==> config.mk <==
export PLATFORM = sky130hd
export DESIGN_NAME = paddle_ctrl
export DESIGN_NICKNAME = d
export VERILOG_FILES = /design/src/rtl/paddle_ctrl.sv
export SDC_FILE = /design/constraint.sdc
export NUM_CORES = 1
export LEC_CHECK = 0
export ABC_AREA = 1
export BUFFER_PORTS_ARGS = -buffer_cell sky130_fd_sc_hd__buf_2
export CAP_MARGIN = 40
export CORE_MARGIN = 2
export CORE_UTILIZATION = 25
export CTS_CLUSTER_DIAMETER = 200
export DETAILED_ROUTE_END_ITERATION = 7
export PLACE_DENSITY_LB_ADDON = 0.25
export SETUP_SLACK_MARGIN = 0.3
export SLEW_MARGIN = 20
export SYNTH_ARGS = -nofsm -noshare
export SYNTH_HDL_FRONTEND = slang
export SYNTH_HIERARCHICAL = 1
export SYNTH_SLANG_ARGS = --single-unit
==> constraint.sdc <==
create_clock -name in_clock -period 14.8 [get_ports in_clock]
set_clock_uncertainty 0.05 [all_clocks]
set_input_delay 2.22 -clock in_clock [delete_from_list [all_inputs] [get_ports in_clock]]
set_output_delay 2.22 -clock in_clock [all_outputs]
set_load 0.02 [all_outputs]
==> src/rtl/paddle_ctrl.sv <==
// paddle_ctrl: N independent paddle channels. Each channel synchronises and
// debounces its up/down buttons and runs an accelerating IDLE/UP/DOWN FSM,
// or tracks the ball in auto mode. All state advances on the animate pulse.

module paddle_ch #(
  parameter int COORD_W     = 12,
  parameter int SCREEN_H    = 480,
  parameter int BAR_LEN     = 180,
  parameter int STEP        = 4,
  parameter int ACCEL       = 1,
  parameter int MAX_STEP    = 12,
  parameter int HOLD_FRAMES = 2
) (
  input  logic               clk,
  input  logic               rst,
  input  logic               animate,
  input  logic               freeze,
  input  logic               auto_mode,
  input  logic               up_raw,
  input  logic               dn_raw,
  input  logic [COORD_W-1:0] ball_y,
  output logic [COORD_W-1:0] y1,
  output logic [COORD_W-1:0] y2,
  output logic               moving
);
  localparam int SW = COORD_W + 1;
  typedef logic signed [SW-1:0] sc_t;
  localparam sc_t        Y_MAX  = sc_t'(SCREEN_H - BAR_LEN);
  localparam sc_t        Y_RST  = sc_t'((SCREEN_H - BAR_LEN) / 2);
  localparam sc_t        S_STEP = sc_t'(STEP);
  localparam sc_t        S_ACC  = sc_t'(ACCEL);
  localparam sc_t        S_MAX  = sc_t'(MAX_STEP);
  localparam sc_t        HALF   = sc_t'(BAR_LEN / 2);
  localparam logic [3:0] HOLD   = 4'(HOLD_FRAMES);

  typedef enum logic [1:0] {S_IDLE, S_UP, S_DN} st_t;

  st_t               state_q;
  logic [1:0]        up_sync_q, dn_sync_q;
  logic [3:0]        cnt_up_q, cnt_dn_q, cnt_up_d, cnt_dn_d;
  sc_t               y1_q, spd_q;
  logic [COORD_W-1:0] y2_q;
  logic              moving_q;
  sc_t               spd_up_d, spd_dn_d, y_up_d, y_dn_d, y_auto_d, y_d;
  sc_t               tgt, diff, adist;
  logic              up_v, dn_v;

  // Two-flop synchronisers on the raw buttons, free running
  always_ff @(posedge clk) begin
    if (rst) begin
      up_sync_q <= '0;
      dn_sync_q <= '0;
    end else begin
      up_sync_q <= {up_sync_q[0], up_raw};
      dn_sync_q <= {dn_sync_q[0], dn_raw};
    end
  end

  // Next debounce counts, speeds and candidate positions for this frame
  always_comb begin
    cnt_up_d = '0;
    if (up_sync_q[1]) cnt_up_d = (cnt_up_q >= HOLD) ? HOLD : cnt_up_q + 4'd1;
    cnt_dn_d = '0;
    if (dn_sync_q[1]) cnt_dn_d = (cnt_dn_q >= HOLD) ? HOLD : cnt_dn_q + 4'd1;
    up_v = (cnt_up_d == HOLD);
    dn_v = (cnt_dn_d == HOLD);

    // speed restarts on entry (incl. reversal), accelerates while staying
    spd_up_d = S_STEP;
    if (state_q == S_UP) spd_up_d = (spd_q + S_ACC > S_MAX) ? S_MAX : spd_q + S_ACC;
    spd_dn_d = S_STEP;
    if (state_q == S_DN) spd_dn_d = (spd_q + S_ACC > S_MAX) ? S_MAX : spd_q + S_ACC;

    y_up_d = y1_q - spd_up_d;
    if (y_up_d < sc_t'(0)) y_up_d = sc_t'(0);
    y_dn_d = y1_q + spd_dn_d;
    if (y_dn_d > Y_MAX) y_dn_d = Y_MAX;

    // auto tracking: clamp target into range, step at most STEP toward it
    tgt = sc_t'({1'b0, ball_y}) - HALF;
    if (tgt < sc_t'(0)) tgt = sc_t'(0);
    if (tgt > Y_MAX)    tgt = Y_MAX;
    diff  = tgt - y1_q;
    adist = (diff < sc_t'(0)) ? -diff : diff;
    if (adist > S_STEP) adist = S_STEP;
    y_auto_d = (diff < sc_t'(0)) ? y1_q - adist : y1_q + adist;

    y_d = y1_q;
    if (freeze)              y_d = y1_q;
    else if (auto_mode)      y_d = y_auto_d;
    else if (up_v && !dn_v)  y_d = y_up_d;
    else if (dn_v && !up_v)  y_d = y_dn_d;
  end

  // Per-frame FSM, speed, position and registered outputs
  always_ff @(posedge clk) begin
    if (rst) begin
      state_q  <= S_IDLE;
      spd_q    <= S_STEP;
      y1_q     <= Y_RST;
      y2_q     <= COORD_W'((SCREEN_H - BAR_LEN) / 2 + BAR_LEN);
      moving_q <= 1'b0;
      cnt_up_q <= '0;
      cnt_dn_q <= '0;
    end else if (animate) begin
      y1_q     <= y_d;
      y2_q     <= y_d[COORD_W-1:0] + COORD_W'(BAR_LEN);
      moving_q <= (y_d != y1_q);
      if (freeze || auto_mode) begin
        state_q  <= S_IDLE;
        cnt_up_q <= '0;
        cnt_dn_q <= '0;
        if (!freeze) spd_q <= S_STEP;  // freeze holds speed
      end else begin
        cnt_up_q <= cnt_up_d;
        cnt_dn_q <= cnt_dn_d;
        if (up_v && !dn_v) begin
          state_q <= S_UP;
          spd_q   <= spd_up_d;
        end else if (dn_v && !up_v) begin
          state_q <= S_DN;
          spd_q   <= spd_dn_d;
        end else begin
          state_q <= S_IDLE;
          spd_q   <= S_STEP;
        end
      end
    end
  end

  assign y1     = y1_q[COORD_W-1:0];
  assign y2     = y2_q;
  assign moving = moving_q;
endmodule

module paddle_ctrl #(
  parameter int N_PAD       = 2,
  parameter int COORD_W     = 12,
  parameter int SCREEN_H    = 480,
  parameter int BAR_LEN     = 180,
  parameter int STEP        = 4,
  parameter int ACCEL       = 1,
  parameter int MAX_STEP    = 12,
  parameter int HOLD_FRAMES = 2
) (
  input  logic                       in_clock,
  input  logic                       in_reset,
  input  logic                       in_animate,
  input  logic [N_PAD-1:0]           in_up,
  input  logic [N_PAD-1:0]           in_down,
  input  logic [N_PAD-1:0]           in_auto,
  input  logic [COORD_W-1:0]         in_ball_y,
  input  logic                       in_freeze,
  output logic [N_PAD*COORD_W-1:0]   out_y1,
  output logic [N_PAD*COORD_W-1:0]   out_y2,
  output logic [N_PAD-1:0]           out_moving
);
  for (genvar g = 0; g < N_PAD; g++) begin : g_ch
    paddle_ch #(
      .COORD_W(COORD_W), .SCREEN_H(SCREEN_H), .BAR_LEN(BAR_LEN), .STEP(STEP),
      .ACCEL(ACCEL), .MAX_STEP(MAX_STEP), .HOLD_FRAMES(HOLD_FRAMES)
    ) u_ch (
      .clk      (in_clock),
      .rst      (in_reset),
      .animate  (in_animate),
      .freeze   (in_freeze),
      .auto_mode(in_auto[g]),
      .up_raw   (in_up[g]),
      .dn_raw   (in_down[g]),
      .ball_y   (in_ball_y),
      .y1       (out_y1[g*COORD_W +: COORD_W]),
      .y2       (out_y2[g*COORD_W +: COORD_W]),
      .moving   (out_moving[g])
    );
  end
endmodule
[Yosys cells after proc, flatten, opt, wreduce, memory -nomap -nowiden]
Cells that the tools add are included.
Storage, ports and cells
  input port bits: 22
  register bits: 106
Operators by class
  multiplexer cells: 51
  equality and inequality tests: 12
  add/sub/neg operators: 21
  reductions and logical operators: 12
  order comparisons: 16
Operators with widths (count)
  2-to-1 mux 13 bit: 33
  subtractor 13 bit: 6
  < comparator 13 x 1 -> 1 bit, second input constant: 5
  adder 13 bit: 4
  2-to-1 mux 4 bit: 12
  greater-than comparator 13 x 10 -> 1 bit, second input constant: 3
  adder 13 x 2 -> 13 bit, second input constant: 2
  greater-than comparator 13 x 4 -> 1 bit, second input constant: 2
  greater-than comparator 13 x 5 -> 1 bit, second input constant: 2
  inequality test 13 bit: 2
  negation 13 bit: 2
  adder 12 x 9 -> 12 bit, second input constant: 2
  adder 4 x 1 -> 4 bit, second input constant: 4
  == test 4 x 2 -> 1 bit, second input constant: 4
  >= comparator 4 x 2 -> 1 bit, second input constant: 4
  subtractor 12 x 7 -> 13 bit, second input constant: 1
  2-to-1 mux 2 bit: 6
  == test 2 x 1 -> 1 bit, second input constant: 2
  == test 2 bit, second input constant: 2
  logical AND 1 bit: 4
  logical NOT 1 bit: 4
  inequality test 2 bit, second input constant: 2
  AND reduction 2 bit: 2
  logical OR 1 bit: 2

[Depth between registers and ports, before layout]
Gate-level depths: netlist of run 1.
  depth in word-level cells: 15
  gate-level depth with buffers: 62
  gate-level depth less buffers: 62

[Hierarchy]
The synthesis of run 1 kept the hierarchy.
Modules (own cells, without submodules)
  paddle_ch (g_ch[0].u_ch): area an instance 7215.7 µm², cells an instance 1249, instances 1, seq. area each 1021.0 µm²
  paddle_ch (g_ch[1].u_ch): area an instance 7024.2 µm², cells an instance 1233, instances 1, seq. area each 1021.0 µm²

[Least setup slack after synthesis of run 1]
OpenSTA, ideal clock, no wires.
  kind: in2reg
  start point: input in_ball_y[1]
  end point: register g_ch[1].u_ch.y2_q[11]
  arrival time: 8.528 ns
  path slack: 6.113 ns
  stages: 56
  cell sequence: inv_1 -> a21oi_1 -> nand2_1 -> nand2_1 -> nand2_1 -> inv_1 -> nor2_1 -> nand3_1 -> nand2_1 -> inv_1 -> o21ai_0 -> a21oi_1 -> o311ai_0 -> nand2_1 -> inv_1 -> nand2_1 -> ha_1 -> fa_1 -> [20 not listed] -> ha_1 -> nand2_1 -> nor3_1 -> a21oi_1 -> or2_2 -> nand2_1 -> a21oi_1 -> xor2_1 -> nand2_1 -> nand2_1 -> nand2_1 -> o21ai_0 -> nor3_1 -> nand2_1 -> nand2_1 -> nand3_1 -> nand2_1 -> inv_1
On the way
  word-level cells in the longest chain between the ends: 15
RTL lines
  from (decl): RTL line 152  | input logic [COORD_W-1:0] in_ball_y,
  subtractor 12 x 7 -> 13 bit *: RTL line 80  | tgt = sc_t'({1'b0, ball_y}) - HALF;
  < comparator 13 x 1 -> 1 bit: RTL line 81  | if (tgt < sc_t'(0)) tgt = sc_t'(0);
  2-to-1 mux 13 bit *: RTL line 81
  greater-than comparator 13 x 10 -> 1 bit: RTL line 82  | if (tgt > Y_MAX) tgt = Y_MAX;
  2-to-1 mux 13 bit *: RTL line 82
  subtractor 13 bit *: RTL line 83  | diff = tgt - y1_q;
  negation 13 bit / < comparator 13 x 1 -> 1 bit (equally long branches): RTL line 84, 86
  2-to-1 mux 13 bit: RTL line 84  | adist = (diff < sc_t'(0)) ? -diff : diff;
  greater-than comparator 13 x 4 -> 1 bit: RTL line 85  | if (adist > S_STEP) adist = S_STEP;
  2-to-1 mux 13 bit: RTL line 85
  adder 13 bit / subtractor 13 bit (equally long branches): RTL line 86  | y_auto_d = (diff < sc_t'(0)) ? y1_q - adist : y1_q + adist;
  2-to-1 mux 13 bit *: RTL line 86
  2-to-1 mux 13 bit *: RTL line 90  | else if (auto_mode) y_d = y_auto_d;
  2-to-1 mux 13 bit *: RTL line 89  | if (freeze) y_d = y1_q;
  adder 12 x 9 -> 12 bit *: RTL line 107  | y2_q <= y_d[COORD_W-1:0] + COORD_W'(BAR_LEN);
  to (signal assigned): RTL line 101  | y2_q <= COORD_W'((SCREEN_H - BAR_LEN) / 2 + BAR_LEN);
  to (signal assigned): RTL line 107
  to (decl): RTL line 42  | logic [COORD_W-1:0] y2_q;
Every way passes the cells marked *; elsewhere a longest branch is shown, timed or not.
A chain may end at the register's enable or synchronous reset.

[Final worst setup path of run 1]
Same ends and word-level chain as after synthesis.

==> summary.md, run 1 <==
| Metric | Value |
|---|---|
| Status | completed |
| Chip Height | about 240 um |
| Setup Buffers After CTS | 0 |
| Async S/R FF share, synth | 0 |
| Number of I/O port buffers | 71 |
| Final cycle utilization of the critical path | 0.663 |
| Synthesized cell area | between 10000 and 15000 sq um |
| FF-to-FF Start | g_ch[1].u_ch/y1_q[2] |
| Largest net degree at the start of global routing | 42 |
| # resized after CTS | 0 |
| Via count | ~15000 |
| Worst slew pin tran | around 830 ps |
| Family with the most delay on the worst path | simple AND/OR/NAND/NOR gates |
| Post-route insts no fill | approximately 3300 |
| Placed insts | 3249 |
| Yosys reg bits | 102 |
| Seq/Total Area, Yosys | 0.143 |
| Core ar. | 56400 sq um |
| Max-Cap Viols | 0 |
| Total grt overflow | 0 |
| Worst Path Buf+Inv | 10 |
| Pwr/cell area | a little under 70 nW/um^2 |
| Via/cell ratio | about 4.7 |
| Hold Buf Count CTS | 0 |
| Initial core utilization | 0.253 |
| Layout cells sized above 1 | 0.0777 |
| Cell Rows | 87 |
| Most frequent cells in the layout | nand2_1, inv_1, nor2_1, nand3_1, ha_1 |
| Worst reg2reg path endpoint | g_ch[1].u_ch/y2[11] |
| Clk buf depth | 2 |
| Final setup violating endpoints | 0 |
| Wl on met1 | ~23000 um |
| RSZ-0062 raised after global routing | false |
| Flop2flop setup slack | between 8000 and 9000 ps |
| Die area | 58900 sq um |
| CTS tree | yes |
| Maximum vdd drop | 0.0579 mV |
| Period minus WS final | 9810 ps |
| Inserted Clock Buffers | 9 |
| Worst hold endpoint | g_ch[0].u_ch/dn_sync_q[1] |
| Crit path kind | input pin to flip-flop |
| Synth warn | 6 |
| Placed Area | around 15000 sq um |
| First-pass detailed-route iteration total | 5 |
| Remaining antenna violation count | 0 |
| Max incr delay on CP | roughly 400 ps |
| CTS sink count | roughly 100 |
| EDFF count, synth | 0 |
| Hpwl dp | a little under 40000 um |
| Initial drt markers | ~1100 |
| Distinct cell type count after synthesis | 64 |
| Leakage | about 7.9 nW |
| Layout Nets | 2651 |
| CP arrival | between 10000 and 15000 ps |
| Residual DRC | 0 |
| CTS root buffer | clkbuf_16 |
| # diodes | 0 |
| Initial antenna violation count | 0 |
| Ports | slightly above 70 |
| Vias in the first global route | 14143 |
| Fin area | about 15000 sq um |
| GRT Util Overall | 0.163 |
| First-pass GRT wire length | 77100 um |
| WP data required | around 15000 ps |
| Hold Path Origin | g_ch[0].u_ch/dn_sync_q[0] |
| H-Tree Level Count | 3 |
| Top routing layer used | met4 |
| Hold Path Class | flip-flop to flip-flop |
| Area grow syn2layout | 8.24% |
| Crit-path most repeated cell | nand2_1 |
| Routed length on met3 | 2430 um |
| Startpoint type of the worst setup path | input pin |
| WL per Instance | between 10 and 15 um |
| Die Span X | ~240 um |
| Most common cell after layout, fill and taps aside | nand2_1 |
| Worst-Skew Late Latency | about 370 ps |
| Critical Path End Type | flip-flop |
| Gate count of the mapped netlist | 2482 |
| GPL Wtd Cong | between 0.8 and 0.9 |
| R2R depth | 39 |
| Fin. max-slew vios | 0 |
| Peak Freq | 102 MHz |
| Final hold vios | 0 |
| CP Max Fanout | 9 |
| Met2 WL | between 20000 and 25000 um |
| Worst hold path stage count | 2 |
| Slowest CP cell | fa_1 |
| Final WL | approximately 49000 um |
| Syn avg cell area | roughly 5.7 sq um |
| Slew headroom | 0.445 |
| Top_reg_cell synth | dfxtp_1 |
| Clock transition at path regs | 80 ps |
| Final TNS setup | 0 ps |
## metal layers
metal	vias up	track usage
met1	6859	0.223
met4	0	0.0301
li1	8028	-
met3	34	0.0223
met2	343	0.273
met5	-	0
## Yosys cell counts, types with 4 or more instances
cell / count / share of area
nand2_1: 714 / 0.19
inv_1: 393 / 0.10
nor2_1: 252 / 0.066
nand3_1: 219 / 0.077
ha_1: 116 / 0.10
o21ai_0: 114 / 0.040
a21oi_1: 110 / 0.039
dfxtp_1: 102 / 0.14
xor2_1: 51 / 0.031
nand2_2: 40 / 0.018
nand4_1: 37 / 0.016
nor3_1: 35 / 0.012
buf_4: 31 / 0.016
o22ai_1: 20 / 0.0088
nand3b_1: 19 / 0.010
a31oi_1: 17 / 0.0075
clkbuf_1: 16 / 0.0042
xnor2_1: 14 / 0.0086
o21ai_1: 12 / 0.0042
a22oi_1: 11 / 0.0058
nand3_2: 11 / 0.0077
o21a_1: 10 / 0.0053
inv_2: 9 / 0.0024
o21bai_1: 9 / 0.0047
or2_2: 9 / 0.0040
buf_2: 8 / 0.0028
fa_1: 8 / 0.011
buf_6: 7 / 0.0055
nor2_2: 7 / 0.0031
o211ai_1: 5 / 0.0026
o221ai_1: 5 / 0.0031
o32ai_1: 5 / 0.0031
a21boi_0: 4 / 0.0021
a21o_1: 4 / 0.0021
a21oi_2: 4 / 0.0025
clkinv_1: 4 / 0.0011
o31ai_1: 4 / 0.0021
## layout make-up
cell class	instances	area [sq um]
fill	6600	41000
multi-input combinational	1908	10200
sequential	102	2040
inverter	407	1530
tap	756	946
timing repair buffer	77	408
clock buffer	9	225
clock inverter	7	62.6
## how the worst max path moves through the flow
stage / start / endpoint / slack (ps) / cells past startpoint
2_1_floorplan: in_ball_y[1] / g_ch[1].u_ch/y2[11] / 6110 / 56
3_3_place_gp: in_ball_y[1] / g_ch[1].u_ch/y2[11] / 4560 / 57
3_5_place_dp: in_ball_y[1] / g_ch[1].u_ch/y2[11] / 4660 / 57
4_1_cts: in_ball_y[1] / g_ch[1].u_ch/y2[11] / 5010 / 56
5_1_grt: in_ball_y[1] / g_ch[1].u_ch/y2[11] / 4010 / 59
6_report: in_ball_y[1] / g_ch[1].u_ch/y2[11] / 4990 / 56
## worst min-delay path, stage by stage (launching register included)
cell and delay, ps:
dfxtp_1 300, inv_1 40, nor2_1 30
## power by group
group	leakage, nW	switching [W]	internal [W]
logic	6.93	0.000331	0.000163
clock network	0.145	0.000126	0.000119
registers	0.833	0.0000259	0.000286
## state kept, by name, summed over array words and instances, names as in the netlist
| name | cells |
|---|---|
| g_ch.u_ch/y1_q | 26 |
| g_ch.u_ch/state_q | 4 |
| g_ch.u_ch/y2 | 20 |
| g_ch.u_ch/cnt_dn_q | 8 |
| g_ch.u_ch/dn_sync_q | 4 |
| g_ch.u_ch/up_sync_q | 4 |
| g_ch.u_ch/cnt_up_q | 8 |
| g_ch.u_ch/spd_q | 26 |
| g_ch.u_ch/moving | 2 |
## logic make-up after synthesis
group                      Yosys count  share of synthesized area
and+or+nand+nor                   1363                      0.418
buffers and inverters              476                      0.141
AOI/OAI and AO/OA                  350                      0.143
adders and majority gates          124                      0.113
DFF                                102                      0.143
xor gates and xnor gates            65                     0.0400
other                                2                   0.000527
## metrics by stage
step,total power (W),hold slack (ps),util,setup slack [ps]
final,0.00105,354,0.273,4990
after global routing,0.00114,367,0.273,4010
after CTS,0.00106,353,0.273,5010
after detailed placement,0.000809,347,0.268,4660
after global placement,0.000814,347,0.268,4560
after floorplan,0.000690,338,-,6110
Note: power is estimated with default switching activity, not from simulation.
==> run 2, diff against run 1 <==
==> constraint.sdc (replaced) <==
create_clock -name in_clock -period 8.2 [get_ports in_clock]
set_clock_uncertainty 0.05 [all_clocks]
set_input_delay 1.23 -clock in_clock [delete_from_list [all_inputs] [get_ports in_clock]]
set_output_delay 1.23 -clock in_clock [all_outputs]
set_load 0.02 [all_outputs]
==> run 2 against run 1 <==
Effect of this change: clock power up 85%; critical path depth down 5; clock-buffer cell count unchanged; critical endpoint is now g_ch[0].u_ch/moving; largest power group unchanged; highest routed layer unchanged.
==> summary.md, run 2 (synthesis results as in run 1) <==
| Metric | Value |
|---|---|
| Number of I/O port buffers | 71 (unchanged) |
| Max-Cap Viols | 0 (unchanged) |
| Peak Freq | ~130 MHz |
| Hold Buf Count CTS | 0 (unchanged) |
| # diodes | 0 (unchanged) |
| GPL Wtd Cong | 0.886 (-0.36%) |
| RSZ-0062 raised after global routing | true |
| Most frequent cells in the layout | nand2_1, inv_1, buf_4, nor2_1, nand3_1 |
| Worst-Skew Late Latency | 370 ps (about the same) |
| Multi-input logic area | 11200 sq um (+9.8%) |
| Layout Nets | 2916 (+10%) |
| Worst slew pin tran | 862 ps (+30.6 ps) |
| Die Span X | 243 um (unchanged) |
| Total grt overflow | 0 (unchanged) |
| Chip Height | 243 um (unchanged) |
| Flop2flop setup slack | 2030 ps (-6040 ps) |
| Post-route insts no fill | 3531 (+8.1%) |
| Crit path kind | input pin to flip-flop |
| Remaining antenna violation count | 0 (unchanged) |
| H-Tree Level Count | 3 (unchanged) |
| Register area | 2040 sq um (unchanged) |
| Fin. max-slew vios | 0 (unchanged) |
| Fillers | 6434 (-2.5%) |
| CTS root buffer | clkbuf_16 |
| Area grow syn2layout | 29.9% |
| Status | completed |
| Pwr/cell area | 125 nW/um^2 (+83%) |
| First-pass detailed-route iteration total | 8 (+3) |
| Final setup violating endpoints | 0 (unchanged) |
| CTS sink count | 102 (unchanged) |
| Hold WS | 356 ps (+2.08 ps) |
| Core ar. | 56400 sq um (unchanged) |
| Initial drt markers | 1055 (-1.8%) |
| WL per Instance | 14.8 um (-0.81%) |
| Hold Path Class | flip-flop to flip-flop |
| Cell Rows | 87 (unchanged) |
| CP Max Fanout | 4 (-5) |
| Max incr delay on CP | 560 ps (+160 ps) |
| Largest net degree at the start of global routing | 42 (unchanged) |
| Most common cell after layout, fill and taps aside | nand2_1 |
| Via count | 16474 (+7.9%) |
| Critical Path End Type | flip-flop |
| Leakage | 9.34 nW (+18%) |
| CTS tree | yes |
| Vias in the first global route | 15048 (+6.4%) |
| Clock transition at path regs | 90 ps (about the same) |
| Final hold vios | 0 (unchanged) |
| WP data required | 8420 ps (-6600 ps) |
| Period minus WS final | roughly 7700 ps |
| Maximum vdd drop | 0.107 mV (+84%) |
| Crit-path most repeated cell | a21oi_2 |
| Layout cells sized above 1 | 0.241 (+0.163) |
| Slowest CP cell | fa_2 |
| Final cycle utilization of the critical path | 0.943 |
| Hpwl dp | 40800 um (+3.5%) |
| Die area | 58900 sq um (unchanged) |
| First-pass GRT wire length | 80300 um (+4.1%) |
| Initial antenna violation count | 0 (unchanged) |
| Placed insts | 3464 (+6.6%) |
| Clk buf depth | 2 (unchanged) |
| Initial core utilization | 0.253 (unchanged) |
| Inserted Clock Buffers | 9 (unchanged) |
| Final WL | 52300 um (+7.2%) |
| Startpoint type of the worst setup path | input pin |
| GRT Util Overall | 0.169 (+0.00668) |
| Ports | 72 (unchanged) |
| Via/cell ratio | 4.67 (-0.17%) |
| Slew headroom | 0.425 (-0.0204) |
| CP arrival | 7950 ps (-2080 ps) |
| Residual DRC | 0 (unchanged) |
run 2: repair_timing:
item	CTS	global route
pin swaps	22	162
gates cloned	2	0
endpoints found under the setup margin	16	36
buffers inserted	13	35
gates resized for setup	37	263
run 2: worst paths after layout:
check	startpoint	endpoint	cells after the start
hold reg to reg	g_ch[0].u_ch/up_sync_q[0]	g_ch[0].u_ch/up_sync_q[1]	2
setup reg to reg	g_ch[0].u_ch/y1_q[11]	g_ch[0].u_ch/moving	39
hold / removal	g_ch[0].u_ch/up_sync_q[0]	g_ch[0].u_ch/up_sync_q[1]	2
setup / recovery	in_ball_y[1]	g_ch[0].u_ch/moving	51
run 2: layout make-up:
type                       count  area share
sequential                   102       0.110
tap                          756      0.0511
inverter                     407      0.0831
timing repair buffer         340       0.134
clock buffer                   9      0.0122
clock inverter                 7     0.00392
multi-input combinational   1910       0.605
run 2: worst max-delay path: cells and delay by family:
family | cells | cell delay [ps]
simple gates | 23 | 2640
fa+ha+maj | 4 | 1260
compound gates | 10 | 1410
buf+inv | 12 | 1100
xor+xnor | 2 | 280
run 2: report_power, final:
part / internal (W) / total, W / switching, W / leakage (nW)
Sequential: 0.000517 / 0.000558 / 0.0000417 / 0.833
Combinational: 0.000556 / 0.00129 / 0.000736 / 8.37
Clock: 0.000217 / 0.000453 / 0.000236 / 0.144
Total: 0.00129 / 0.00230 / 0.00101 / 9.34
run 2: per-layer routing:
layer / up-vias / routed length (um) / GRT usage
li1: 8566 / - / -
met1: 7445 / 24400 / 0.228
met4: 0 / 1490 / 0.0523
met3: 70 / 2180 / 0.0185
met2: 393 / 24200 / 0.282
met5: - / 0 / 0
run 2: metrics by stage:
step / setup WS [ps] / setup TNS, ps / total power (W) / utilization / instance area, sq um
6_report: 469 / 0 / 0.00230 / 0.328 / 18500
5_1_grt: -78.4 / -78.4 / 0.00248 / 0.328 / 18500
4_1_cts: 314 / 0 / 0.00217 / 0.306 / 17300
3_5_place_dp: -354 / -3790 / 0.00167 / 0.297 / 16700
3_3_place_gp: -353 / -3620 / 0.00168 / 0.296 / 16700
2_1_floorplan: 503 / 0 / 0.00125 / - / 14300
